--- config.mk ---
export PLATFORM = sky130hd
export DESIGN_NAME = mem_access_ctrl
export DESIGN_NICKNAME = d
export VERILOG_FILES = /design/src/rtl/lc3b_types.sv /design/src/rtl/mem_byte_lane.sv /design/src/rtl/mem_access_ctrl.sv
export SDC_FILE = /design/constraint.sdc
export NUM_CORES = 1
export LEC_CHECK = 0
export CAP_MARGIN = 30
export CORE_ASPECT_RATIO = 1.4
export CORE_MARGIN = 5
export CORE_UTILIZATION = 30
export DETAILED_ROUTE_END_ITERATION = 10
export GPL_TIMING_DRIVEN = 1
export SETUP_SLACK_MARGIN = 0.05
export SLEW_MARGIN = 20
export SYNTH_ARGS = -nofsm -noshare
export SYNTH_HDL_FRONTEND = slang
export SYNTH_HIERARCHICAL = 1
export SYNTH_SLANG_ARGS = --single-unit
--- constraint.sdc ---
create_clock -name clk -period 4 [get_ports clk]
set_input_delay 0.6 -clock clk [delete_from_list [all_inputs] [get_ports clk]]
set_output_delay 0.6 -clock clk [all_outputs]
set_load 0.02 [all_outputs]
--- src/rtl/lc3b_types.sv ---
// lc3b_types: shared LC-3b type definitions and memory-op helpers.
package lc3b_types;
  typedef enum logic [2:0] {
    MOP_NONE,
    MOP_LDR,
    MOP_STR,
    MOP_LDB,
    MOP_STB,
    MOP_LDI,
    MOP_STI
  } lc3b_memop;
  function automatic logic is_store(input lc3b_memop op);
    return op == MOP_STR || op == MOP_STB || op == MOP_STI;
  endfunction
  function automatic logic is_byte(input lc3b_memop op);
    return op == MOP_LDB || op == MOP_STB;
  endfunction
endpackage

--- src/rtl/mem_byte_lane.sv ---
// mem_byte_lane: byte lane select for loads, replicate and enable for stores.
module mem_byte_lane (
  input  logic        i_sel,
  input  logic [15:0] i_rdata,
  input  logic [15:0] i_wdata,
  output logic [15:0] o_rdata,
  output logic [15:0] o_wdata,
  output logic [1:0]  o_wmask
);
  assign o_rdata = {8'h00, i_sel ? i_rdata[15:8] : i_rdata[7:0]};
  assign o_wdata = {i_wdata[7:0], i_wdata[7:0]};
  assign o_wmask = i_sel ? 2'b10 : 2'b01;
endmodule

--- src/rtl/mem_access_ctrl.sv ---
// mem_access_ctrl: MEM-stage data memory sequencer with pipeline stall.
// LC3B_INDIRECT_EN adds the IND pointer-fetch state for LDI/STI.
module mem_access_ctrl
  import lc3b_types::*;
(
  input  logic        clk,
  input  logic        reset,
  input  logic        req_valid,
  input  logic [2:0]  req_op,
  input  logic [15:0] req_address,
  input  logic [15:0] req_wdata,
  output logic [15:0] dmem_address,
  output logic        dmem_read,
  output logic        dmem_write,
  output logic [1:0]  dmem_wmask,
  output logic [15:0] dmem_wdata,
  input  logic [15:0] dmem_rdata,
  input  logic        dmem_resp,
  output logic        mem_stall,
  output logic [15:0] mem_rdata,
  output logic        mem_done
);
  typedef enum logic [1:0] {
    S_IDLE,
`ifdef LC3B_INDIRECT_EN
    S_IND,
`endif
    S_ACC,
    S_DONE
  } mem_state;
  mem_state r_state;
  lc3b_memop r_op;
  logic [15:0] r_addr, r_wdata, r_rdata;
  logic [15:0] w_base, w_eff, w_lane_rdata, w_lane_wdata;
  logic [1:0] w_lane_wmask;
  logic w_store, w_byte, w_acc, w_in_ind;
`ifdef LC3B_INDIRECT_EN
  logic [15:0] r_ptr;
  assign w_base = (r_op == MOP_LDI || r_op == MOP_STI) ? r_ptr : r_addr;
  assign w_in_ind = r_state == S_IND;
`else
  assign w_base = r_addr;
  assign w_in_ind = 1'b0;
`endif
  assign w_store = is_store(r_op);
  assign w_byte = is_byte(r_op);
  assign w_acc = r_state == S_ACC;
  assign w_eff = w_byte ? w_base : {w_base[15:1], 1'b0};
  mem_byte_lane u_lane (
    .i_sel   (w_eff[0]),
    .i_rdata (dmem_rdata),
    .i_wdata (r_wdata),
    .o_rdata (w_lane_rdata),
    .o_wdata (w_lane_wdata),
    .o_wmask (w_lane_wmask)
  );
  // Strobes and bus fields are forced to zero outside the access states
  assign dmem_read = (w_acc && !w_store) || w_in_ind;
  assign dmem_write = w_acc && w_store;
  assign dmem_address = w_in_ind ? {r_addr[15:1], 1'b0} : w_acc ? w_eff : 16'h0000;
  assign dmem_wmask = w_acc ? (w_byte ? w_lane_wmask : 2'b11) : 2'b00;
  assign dmem_wdata = dmem_write ? (w_byte ? w_lane_wdata : r_wdata) : 16'h0000;
  assign mem_stall = req_valid && req_op != MOP_NONE && r_state != S_DONE;
  assign mem_done = r_state == S_DONE;
  assign mem_rdata = r_rdata;
  always_ff @(posedge clk) begin
    if (reset) begin
      r_state <= S_IDLE;
      r_op <= MOP_NONE;
      r_addr <= '0;
      r_wdata <= '0;
      r_rdata <= '0;
`ifdef LC3B_INDIRECT_EN
      r_ptr <= '0;
`endif
    end else begin
      case (r_state)
        S_IDLE: if (req_valid && req_op != MOP_NONE) begin
          r_op <= lc3b_memop'(req_op);
          r_addr <= req_address;
          r_wdata <= req_wdata;
`ifdef LC3B_INDIRECT_EN
          r_state <= (req_op == MOP_LDI || req_op == MOP_STI) ? S_IND : S_ACC;
`else
          r_state <= S_ACC;
`endif
        end
`ifdef LC3B_INDIRECT_EN
        S_IND: if (dmem_resp) begin
          r_ptr <= dmem_rdata;
          r_state <= S_ACC;
        end
`endif
        S_ACC: if (dmem_resp) begin
          if (!w_store) r_rdata <= w_byte ? w_lane_rdata : dmem_rdata;
          r_state <= S_DONE;
        end
        default: r_state <= S_IDLE;
      endcase
    end
  end
endmodule

### After elaboration in Yosys (flattened, before gate mapping)

Cells that the tools add are included.

| word-level totals | value |
|---|---|
| output and inout bits | 54 |
| flip-flop bits (word level) | 53 |

| cells by class | value |
|---|---|
| equal/unequal tests | 9 |
| bitwise gates (word level) | 1 |
| reductions and logical operators | 13 |
| mux-type cells | 12 |

Operator list:

| operator | number |
|---|---|
| $mux W16 | 4 |
| $mux W2 | 5 |
| $mux W8 | 1 |
| $eq A3 B2 Y1 const B | 2 |
| $eq A3 B3 Y1 const B | 2 |
| $ne A2 B2 Y1 const B | 3 |
| $logic_and A1 B1 Y1 | 4 |
| $pmux W2 S2 | 1 |
| $reduce_and A2 Y1 | 2 |
| $logic_or A1 B1 Y1 | 3 |
| $reduce_and A3 Y1 | 1 |
| $reduce_bool A3 Y1 | 1 |
| $eq A2 B1 Y1 const B | 1 |
| $eq A2 B2 Y1 const B | 1 |
| $logic_not A2 Y1 | 1 |
| $logic_not A1 Y1 | 1 |
| $mux W1 | 1 |
| $not A1 Y1 | 1 |

### Depth between registers and ports, before layout

Gate-level depths: netlist (run 1).

| logic depth | value |
|---|---|
| word-level depth | 6 |
| depth in mapped cells | 9 |
| depth with buffers taken out | 6 |

### Modules after synthesis

The synthesis (run 1) kept the hierarchy.

Modules (own cells, without submodules):

| module | area each (sq um) | instances | cells each |
|---|---|---|---|
| mem_access_ctrl | 2,766.4 | 1 | 354 |
| mem_byte_lane | 326.6 | 1 | 36 |

### Worst setup path before layout (run 1)

Ideal clock, no wire load.

| path | value |
|---|---|
| path type | register to output |
| start point | register r_op[2] |
| end point | output dmem_wmask[0] |
| arrival | 1,653 ps |
| cell stages (with the launch flop) | 9 |
| path slack | 1,747 ps |
| required time | 3,400 ps |
| buffers on the path | 3 |
| cells stage by stage | dfxtp_1 > or3b_1 > buf_2 > buf_2 > nand2_1 > and2_1 > buf_6 > inv_1 > o21a_1 |

| on the way | value |
|---|---|
| longest elaborated chain between the ends | 6 |
| elaborated cells between the ends (all ways) | 7 |

Ends and longest elaborated chain:

| what | line | text |
|---|---|---|
| start, declared | mem_access_ctrl.sv:32 | `lc3b_memop r_op;` |
| start signal, assigned | mem_access_ctrl.sv:79 | `r_op <= lc3b_memop'(req_op);` |
| $eq A3 B2 Y1 / $eq A3 B3 Y1 (equally long branches) | lc3b_types.sv:16 | `return op == MOP_LDB \|\| op == MOP_STB;` |
| $logic_or A1 B1 Y1 (*) | lc3b_types.sv:16 |  |
| $mux W1 (*) | mem_access_ctrl.sv:48 | `assign w_eff = w_byte ? w_base : {w_base[15:1], 1'b0};` |
| net w_eff[0] | mem_access_ctrl.sv:34 | `logic [15:0] w_base, w_eff, w_lane_rdata, w_lane_wdata;` |
| $mux W2 (*) | mem_byte_lane.sv:12 | `assign o_wmask = i_sel ? 2'b10 : 2'b01;` |
| net w_lane_wmask[0] | mem_access_ctrl.sv:35 | `logic [1:0] w_lane_wmask;` |
| $mux W2 (*) (2 in series) | mem_access_ctrl.sv:61 | `assign dmem_wmask = w_acc ? (w_byte ? w_lane_wmask : 2'b11) : 2'b00;` |
| end, declared | mem_access_ctrl.sv:15 | `output logic [1:0] dmem_wmask,` |

The timed path passes the listed nets; every way through them passes the cells marked *.

### Worst setup path in the final report (run 1)

| path | value |
|---|---|
| start point | register r_op[1] |
| end point | output dmem_wdata[5] |

| on the way | value |
|---|---|
| longest elaborated chain between the ends | 5 |
| elaborated cells between the ends (all ways) | 7 |

Ends and longest elaborated chain:

| what | line | text |
|---|---|---|
| $eq A3 B2 Y1 / $eq A3 B3 Y1 (equally long branches) | lc3b_types.sv:13 | `return op == MOP_STR \|\| op == MOP_STB \|\| op == MOP_STI;` |
| $logic_or A1 B1 Y1 | lc3b_types.sv:13 |  |
| $logic_or A1 B1 Y1 (*) | lc3b_types.sv:13 |  |
| $logic_and A1 B1 Y1 (*) | mem_access_ctrl.sv:59 | `assign dmem_write = w_acc && w_store;` |
| $mux W16 (*) | mem_access_ctrl.sv:62 | `assign dmem_wdata = dmem_write ? (w_byte ? w_lane_wdata : r_wdata) : 16'h0000;` |
| end, declared | mem_access_ctrl.sv:16 | `output logic [15:0] dmem_wdata,` |

Every way passes the cells marked *; elsewhere a longest branch is shown, timed or not.

==> results of run 1 <==
[power groups by stage]
| stage | clock (mW) | sequential [mW] | combinational [mW] |
|---|---|---|---|
| 2_1_floorplan | 0 | 0.600 | 0.176 |
| 3_3_place_gp | 0 | 0.592 | 0.292 |
| 3_5_place_dp | 0 | 0.594 | 0.299 |
| 4_1_cts | 0.448 | 0.582 | 0.300 |
| 5_1_grt | 0.465 | 0.586 | 0.325 |
| 6_report | 0.430 | 0.582 | 0.297 |
[layout make-up]
| type | count | area [µm²] |
|---|---|---|
| fill | 1069 | 6030 |
| multi-input combinational | 274 | 1660 |
| timing repair buffer | 118 | 1170 |
| sequential | 53 | 1060 |
| tap | 138 | 173 |
| clock buffer | 7 | 143 |
| inverter | 2 | 7.51 |
[cells by family (layout without fill, tap and decap cells)]
kind of cell           after synthesis  after routing  share of synthesized area, %
muxes                                8              8                          3.88
DFF                                 53             53                          34.3
AOI/OAI and AO/OA                  154            154                          29.2
and+or+nand+nor                    104            104                          19.0
buffers and inverters               70            127                          13.4
other                                1              8                         0.121
[routing by layer]
metal | global-route usage, % | share of wire (%) | up-vias
li1 | - | - | 1498
met1 | 17.8 | 38 | 1456
met2 | 29.7 | 54 | 105
met3 | 2.88 | 6.1 | 15
met4 | 6.28 | 2.2 | 0
met5 | 0 | 0 | -
[synthesized netlist by cell type, drive strengths merged]
master and number:
buf 43, and3 1, nor3 1, and2 18, or3b 2, nor2b 2
a311oi 16, nor2 1, nor3b 3, nand3b 1, o21ai 67, clkbuf 25
nand3 64, dfxtp 53, and2b 1, nand2b 2, inv 2, or3 1
a21oi 68, and3b 2, o21a 2, conb 1, mux2 8, nand2 5
o21bai 1
[per-stage QoR]
stage	util [%]	std cells	hold WS [ps]
finish	41.1	592	471
global route	41.1	592	491
CTS	41.1	592	471
detailed placement	39.7	585	462
global placement	39.4	583	458
floorplan	-	397	449
[state kept, by name (all words and copies together), names as in the netlist]
name       count
mem_rdata     16
r_addr        16
r_op           3
r_state        2
r_wdata       16
[worst max-delay path by stage]
stage	to	slack (ps)
2_1_floorplan	dmem_wmask[0]	1750
3_3_place_gp	dmem_wdata[5]	1240
3_5_place_dp	dmem_wdata[5]	1200
4_1_cts	dmem_wdata[5]	860
5_1_grt	dmem_wdata[5]	710
6_report	dmem_wdata[5]	910
[critical path: stages (launching register included)]
cell,delay (ps)
dfxtp_1,430
and3b_1,650
o21ai_0,160
a21oi_1,280
clkdlybuf4s50_1,670
==> flow_metrics.env, run 1 <==
export IMPL_crit_start="r_op[1]"
export IMPL_drv_slew=0
export IMPL_clock_power_share_pct=32.8
export IMPL_grt_pass1_vias=3023
export IMPL_rows=44
export IMPL_synth_cell_types=34
export IMPL_dp_hpwl_um=7110
export IMPL_period_minus_slack_ps=3090
export IMPL_wl_per_cell_um=16.9
export IMPL_grt_max_degree=37
export IMPL_drt_initial_drc_count=184
export IMPL_pre_cts_slack_ps=1200
export IMPL_p_per_area_nw_per_um2=311
export IMPL_postSynthCellCount=390
export IMPL_fmax_mhz=324
export IMPL_initial_core_util_pct=30.2
export IMPL_synth_area_leaders="dfxtp_1, a21oi_1, o21ai_0"
export IMPL_cp_data_arrival_time_ps=2490
export IMPL_htreeDepth=2
export IMPL_clock_sinks=53
export IMPL_antenna_left=0
export IMPL_combPwrFrac_pct=22.7
export IMPL_reg2reg_slack_ps=1910
export IMPL_num_antenna_cells=0
export IMPL_min_from="r_addr[8]"
export IMPL_gp_congestion=0.838
export IMPL_tightest_slew_ps=707
export IMPL_placed_area_um2=4070
export IMPL_coreArea_um2=10200
export IMPL_p_leak_nw=1.42
export IMPL_cts_buffers=5
export IMPL_numPortBuffers=108
export IMPL_cts_setup_buffers=0
export IMPL_final_nets=509
export IMPL_hold_depth=2
export IMPL_finalCritPeriodShare_pct=77.1
export IMPL_drc=0
export IMPL_ys_ff_latch=53
export IMPL_layout_common_cells="clkdlybuf4s50_1, a21oi_1, o21ai_0"
export IMPL_cts_tree="yes"
export IMPL_clock_latency_ps=290
export IMPL_cts_root_buffer="clkbuf_16"
export IMPL_slew_limit_headroom_pct=52.8
export IMPL_clockBufferDepth=2
export IMPL_total_power_mw=1.31
export IMPL_worstHoldEndpoint="r_addr[8]"
export IMPL_antenna_found_initial=0
export IMPL_netSwitchingPower_mw=0.361
export IMPL_ctsHoldBuffers=0
export IMPL_drt_total_wl_um=10000
export IMPL_fp_dieH_um=130
export IMPL_ir_worst_vdd_mv=0.156
export IMPL_outcome="finished, final reports clean"
export IMPL_p_int_mw=0.949
export IMPL_swShare_pct=27.5
export IMPL_syn_to_final_growth_pct=36.2
export IMPL_hold_viol_final=0
export IMPL_grt_pass1_wl_um=15500
export IMPL_setup_viol=0
export IMPL_ys_seq_area_share_pct=34.3
export IMPL_via_per_inst=5.19
export IMPL_critPathKind="reg -> out"
export IMPL_seqPwrFrac_pct=44.4
export IMPL_final_area_um2=4210
export IMPL_cp_required_ps=3400
export IMPL_cts_resized=0
export IMPL_tns_ps=0
export IMPL_yosysTopAreaCell="dfxtp_1"
export IMPL_cp_end_kind="output port"
export IMPL_overflow=0
export IMPL_die_area_um2=12500
export IMPL_critPathMaxFanout=23
export IMPL_yosys_warnings=6
export IMPL_rsz0062_at_grt="no"
export IMPL_synthesis_area_um2=3090
export IMPL_worstReg2RegStart="r_op[1]"
export IMPL_clk_pin_slew_ps=70
export IMPL_layout_drive_gt1_share_pct=9.03
export IMPL_startpoint_type="flop"
export IMPL_gr_usage_all_layers_pct=16.0
export IMPL_final_setup_worst_slack_ps=915
export IMPL_hp_class="reg -> reg"
export IMPL_rr_endpoint="mem_rdata[4]"
export IMPL_layout_commonest_cell="clkdlybuf4s50_1"
export IMPL_vias=3074
export IMPL_die_w_um=95.8
export IMPL_syn_area_per_cell_um2=7.93
export IMPL_fin_skew_ps=3.96
export IMPL_ios=109
export IMPL_dr_pass1_iters=6
export IMPL_synth_top_area_share_pct=34.3
export IMPL_cap_violations=0
export IMPL_reg2reg_depth=7
Power figures use the tool's default switching activity.
==> run 2: changes to the inputs <==
Clock period 4 ns to 2.88 ns, I/O delays scaled along.
==> run 2 against run 1 <==
Net effect: sequential power rose by 39%; sequential share of layout area fell by 0.47 points; highest routed layer unchanged; critical path depth did not move; via count rose by 0.78%.
==> flow_metrics.env, run 2 (synthesized netlist as in run 1, its figures left out) <==
export IMPL_hp_class="reg -> reg"
export IMPL_clockBufferDepth=2
export IMPL_rows=44
export IMPL_wl_per_cell_um=16.5
export IMPL_final_nets=514
export IMPL_dr_pass1_iters=4
export IMPL_drt_total_wl_um=9890
export IMPL_cts_root_buffer="clkbuf_16"
export IMPL_drc=0
export IMPL_die_w_um=95.8
export IMPL_fmax_mhz=366
export IMPL_antenna_found_initial=1
export IMPL_drv_slew=0
export IMPL_period_minus_slack_ps=2730
export IMPL_tightest_slew_ps=653
export IMPL_ios=109
export IMPL_multiInputGateArea_um2=1660
export IMPL_layout_commonest_cell="clkdlybuf4s50_1"
export IMPL_outcome="finished, final reports clean"
export IMPL_grt_max_degree=37
export IMPL_cap_violations=0
export IMPL_p_per_area_nw_per_um2=465
export IMPL_ir_worst_vdd_mv=0.287
export IMPL_gp_congestion=0.811
export IMPL_fin_skew_ps=7.26
export IMPL_grt_pass1_vias=2980
export IMPL_hold_viol_final=0
export IMPL_drt_initial_drc_count=105
export IMPL_dp_hpwl_um=6930
export IMPL_seq_area_um2=1060
export IMPL_vias=3098
export IMPL_antenna_left=0
export IMPL_rsz0062_at_grt="no"
export IMPL_initial_core_util_pct=30.2
export IMPL_cts_buffers=5
export IMPL_coreArea_um2=10200
export IMPL_fill_cells=1077
export IMPL_crit_start="r_op[0]"
export IMPL_startpoint_type="flop"
export IMPL_setup_viol=0
export IMPL_cp_data_arrival_time_ps=2300
export IMPL_numPortBuffers=108
export IMPL_overflow=0
export IMPL_total_power_mw=2.00
export IMPL_reg2reg_depth=8
export IMPL_clock_latency_ps=300
export IMPL_layout_common_cells="clkdlybuf4s50_1, a21oi_1, o21ai_0"
export IMPL_die_area_um2=12500
export IMPL_cp_endpoint="dmem_wdata[1]"
export IMPL_fp_dieH_um=130
export IMPL_tns_ps=0
export IMPL_cts_tree="yes"
export IMPL_htreeDepth=2
export IMPL_clock_sinks=53
export IMPL_layout_drive_gt1_share_pct=10.4
export IMPL_finalCritPeriodShare_pct=94.8
export IMPL_cp_required_ps=2450
export IMPL_syn_to_final_growth_pct=38.8
export IMPL_via_per_inst=5.17
export IMPL_grt_pass1_wl_um=15200
export IMPL_clk_pin_slew_ps=80
export IMPL_gr_usage_all_layers_pct=15.5
export IMPL_cts_setup_buffers=0
export IMPL_worstReg2RegStart="r_op[1]"
export IMPL_slew_limit_headroom_pct=56.4
export IMPL_critPathKind="reg -> out"
export IMPL_min_from="r_addr[1]"
export IMPL_p_leak_nw=1.46
export IMPL_rr_endpoint="mem_rdata[5]"
export IMPL_critPathMaxFanout=17
export IMPL_cp_end_kind="output port"
export IMPL_reg2reg_slack_ps=920
## run 2: changes by cell type in the layout (fill, tap and decap cells not counted), sizes merged
cell / change
diode: +1
clkinv: +1
clkbuf: -2
bufinv: +2
buf: +5
## run 2: critical path: stages, from the launching register on
cell and delay, ps:
dfxtp_1 350, o21bai_2 200, nand2b_1 430, a21oi_1 360, clkdlybuf4s50_1 660
## run 2: timing repair
action                     CTS  global route
gates resized for setup      0             1
hold buffers                 0             0
setup endpoints to repair    0             2
## run 2: power by group
group          switching (mW)  total [mW]  leakage [nW]  internal, mW
Sequential             0.0286       0.808         0.434         0.779
Clock                   0.280       0.777        0.0938         0.497
Combinational           0.214       0.411         0.935         0.198
Total                   0.523        2.00          1.46          1.47
## run 2: metal layers
| metal | wire, µm | part of all wire (%) | global-route usage [%] |
|---|---|---|---|
| met5 | 0 | 0 | 0 |
| met3 | 550 | 5.6 | 2.88 |
| met1 | 4060 | 41 | 18.8 |
| met2 | 4930 | 50 | 26.4 |
| met4 | 354 | 3.6 | 7.20 |
## run 2: metrics by stage
| step | cell area, µm² | setup WS, ps | std cells | hold WS, ps | utilization [%] |
|---|---|---|---|---|---|
| after floorplan | 3120 | 795 | 397 | 449 | - |
| after global placement | 4080 | 521 | 589 | 458 | 39.8 |
| after detailed placement | 4100 | 465 | 590 | 464 | 40.0 |
| after CTS | 4290 | 129 | 598 | 475 | 41.9 |
| after global routing | 4290 | 74.1 | 599 | 495 | 41.9 |
| final | 4290 | 148 | 599 | 473 | 41.9 |
## run 2: cell type report
type                       count  area share [%]
antenna                        1          0.0583
timing repair buffer         123            28.0
clock inverter                 3            1.52
multi-input combinational    274            38.6
tap                          138            4.02
clock buffer                   5            2.92
inverter                       2           0.175
sequential                    53            24.7
## run 2: worst min-delay path by stage
stage,endpoint,slack (ps),cells past startpoint
final,r_addr[1],470,2
after global routing,r_addr[12],500,2
after CTS,r_addr[12],480,2
after detailed placement,r_addr[12],460,2
after global placement,r_addr[12],460,2
after floorplan,r_addr[10],450,2
==> run 3: changes to the inputs <==
==> constraint.sdc (replaced) <==
create_clock -name clk -period 2.88 [get_ports clk]
set_input_delay 0.432 -clock clk [delete_from_list [all_inputs] [get_ports clk]]
set_output_delay 0.432 -clock clk [all_outputs]
set_load 0.01 [all_outputs]
==> run 3 against run 2 <==
Net effect: cell count shrank 0.17%; clock skew is essentially flat; setup slack gained 79 ps; register-to-register slack is essentially flat; sequential share of layout area is essentially flat; clock power shrank 0.6%; total power shrank 1.2%; final area is essentially flat.
==> flow_metrics.env, run 3 (synthesized netlist as in run 1, its figures left out) <==
export IMPL_clockBufferDepth=2
export IMPL_die_area_um2=12500
export IMPL_initial_core_util_pct=30.2
export IMPL_drc=0
export IMPL_final_util_pct=41.9
export IMPL_fmax_mhz=377
export IMPL_clock_sinks=53
export IMPL_final_setup_worst_slack_ps=228
export IMPL_fin_skew_ps=7.61
export IMPL_p_per_area_nw_per_um2=460
export IMPL_cts_root_buffer="clkbuf_16"
export IMPL_syn_to_final_growth_pct=38.6
export IMPL_drt_total_wl_um=9880
export IMPL_slew_limit_headroom_pct=58.7
export IMPL_finalCritPeriodShare_pct=92.1
export IMPL_crit_start="r_op[1]"
export IMPL_setup_viol=0
export IMPL_layout_commonest_cell="clkdlybuf4s50_1"
export IMPL_rows=44
export IMPL_p_leak_nw=1.46
export IMPL_pre_cts_slack_ps=550
export IMPL_critPathKind="reg -> out"
export IMPL_cp_data_arrival_time_ps=2220
export IMPL_rsz0062_at_grt="no"
export IMPL_via_per_inst=5.16
export IMPL_period_minus_slack_ps=2650
export IMPL_cap_violations=0
export IMPL_hold_ws_ps=472
export IMPL_cts_setup_buffers=0
export IMPL_worstPathCellList="and3b_1 > buf_4 > nor2_1 > o21a_1 > clkdlybuf4s50_1"
export IMPL_dp_hpwl_um=6980
export IMPL_vias=3085
export IMPL_dr_pass1_iters=4
export IMPL_total_power_mw=1.97
export IMPL_grt_pass1_vias=2996
export IMPL_worstReg2RegStart="r_op[2]"
export IMPL_startpoint_type="flop"
export IMPL_tns_ps=0
export IMPL_fill_cells=1067
export IMPL_hold_depth=2
export IMPL_hold_viol_final=0
export IMPL_die_w_um=95.8
export IMPL_layout_drive_gt1_share_pct=10.2
export IMPL_grt_max_degree=37
export IMPL_antenna_left=0
export IMPL_crit_slowest_cell="and3b_1"
export IMPL_gp_congestion=0.819
export IMPL_cp_required_ps=2450
export IMPL_clk_pin_slew_ps=70
export IMPL_tightest_slew_ps=620
export IMPL_drt_initial_drc_count=100
export IMPL_overflow=0
export IMPL_layout_common_cells="clkdlybuf4s50_1, a21oi_1, o21ai_0"
export IMPL_numPortBuffers=108
export IMPL_hp_class="reg -> reg"
export IMPL_final_nets=514
export IMPL_cts_tree="yes"
export IMPL_cts_buffers=5
export IMPL_reg2reg_depth=7
export IMPL_cp_end_kind="output port"
export IMPL_min_from="r_addr[2]"
export IMPL_ios=109
export IMPL_drv_slew=0
export IMPL_num_antenna_cells=0
export IMPL_fp_dieH_um=130
export IMPL_outcome="finished, final reports clean"
export IMPL_ir_worst_vdd_mv=0.272
export IMPL_wl_per_cell_um=16.5
export IMPL_cts_resized=0
export IMPL_antenna_found_initial=0
export IMPL_clock_latency_ps=300
export IMPL_coreArea_um2=10200
export IMPL_critPathMaxFanout=17
export IMPL_ctsHoldBuffers=0
export IMPL_critical_path_max_stage_delay_ps=480
export IMPL_gr_usage_all_layers_pct=15.7
export IMPL_grt_pass1_wl_um=15300
export IMPL_htreeDepth=2
-- run 3: changes by cell type in the layout (fill, tap and decap cells not counted), sizes merged --
cell,before,now
diode,1,0
-- run 3: critical path, delay by kind of cell, from the launching register on --
kind / cells / cell delay [ps]
AO/OA/AOI/OAI: 1 / 170
buffers and inverters: 2 / 770
flip-flops: 1 / 420
AND/OR/NAND/NOR: 2 / 560
-- run 3: final timing paths --
path | to | slack, ps
max | dmem_wmask[1] | 230
min | r_addr[2] | 470
max reg2reg | mem_rdata[6] | 920
min reg2reg | r_addr[2] | 470
-- run 3: routing by layer --
layer | up-vias | track usage, % | share of wire [%]
met3 | 17 | 3.23 | 5.7
met4 | 0 | 6.28 | 2.6
met1 | 1457 | 18.6 | 40
li1 | 1509 | - | -
met2 | 102 | 27.4 | 52
met5 | - | 0 | 0
-- run 3: through the flow --
step,instance area (µm²),cells
4_1_cts,4290,598
5_1_grt,4290,598
3_3_place_gp,4080,589
6_report,4290,598
3_5_place_dp,4100,590
2_1_floorplan,3120,397
-- run 3: layout make-up --
cell class / instances / area [µm²] / share of cell area, %
Multi-Input combinational cell: 274 / 1660 / 38.6
Timing Repair Buffer: 123 / 1200 / 28.0
Sequential cell: 53 / 1060 / 24.7
Tap cell: 138 / 173 / 4.03
Clock buffer: 5 / 125 / 2.92
Clock inverter: 3 / 65.1 / 1.52
Inverter: 2 / 7.51 / 0.175
-- run 3: power by group --
group          internal (mW)  switching [mW]
combinational          0.198           0.195
clock                  0.497           0.275
sequential             0.779          0.0284
total                   1.47           0.498
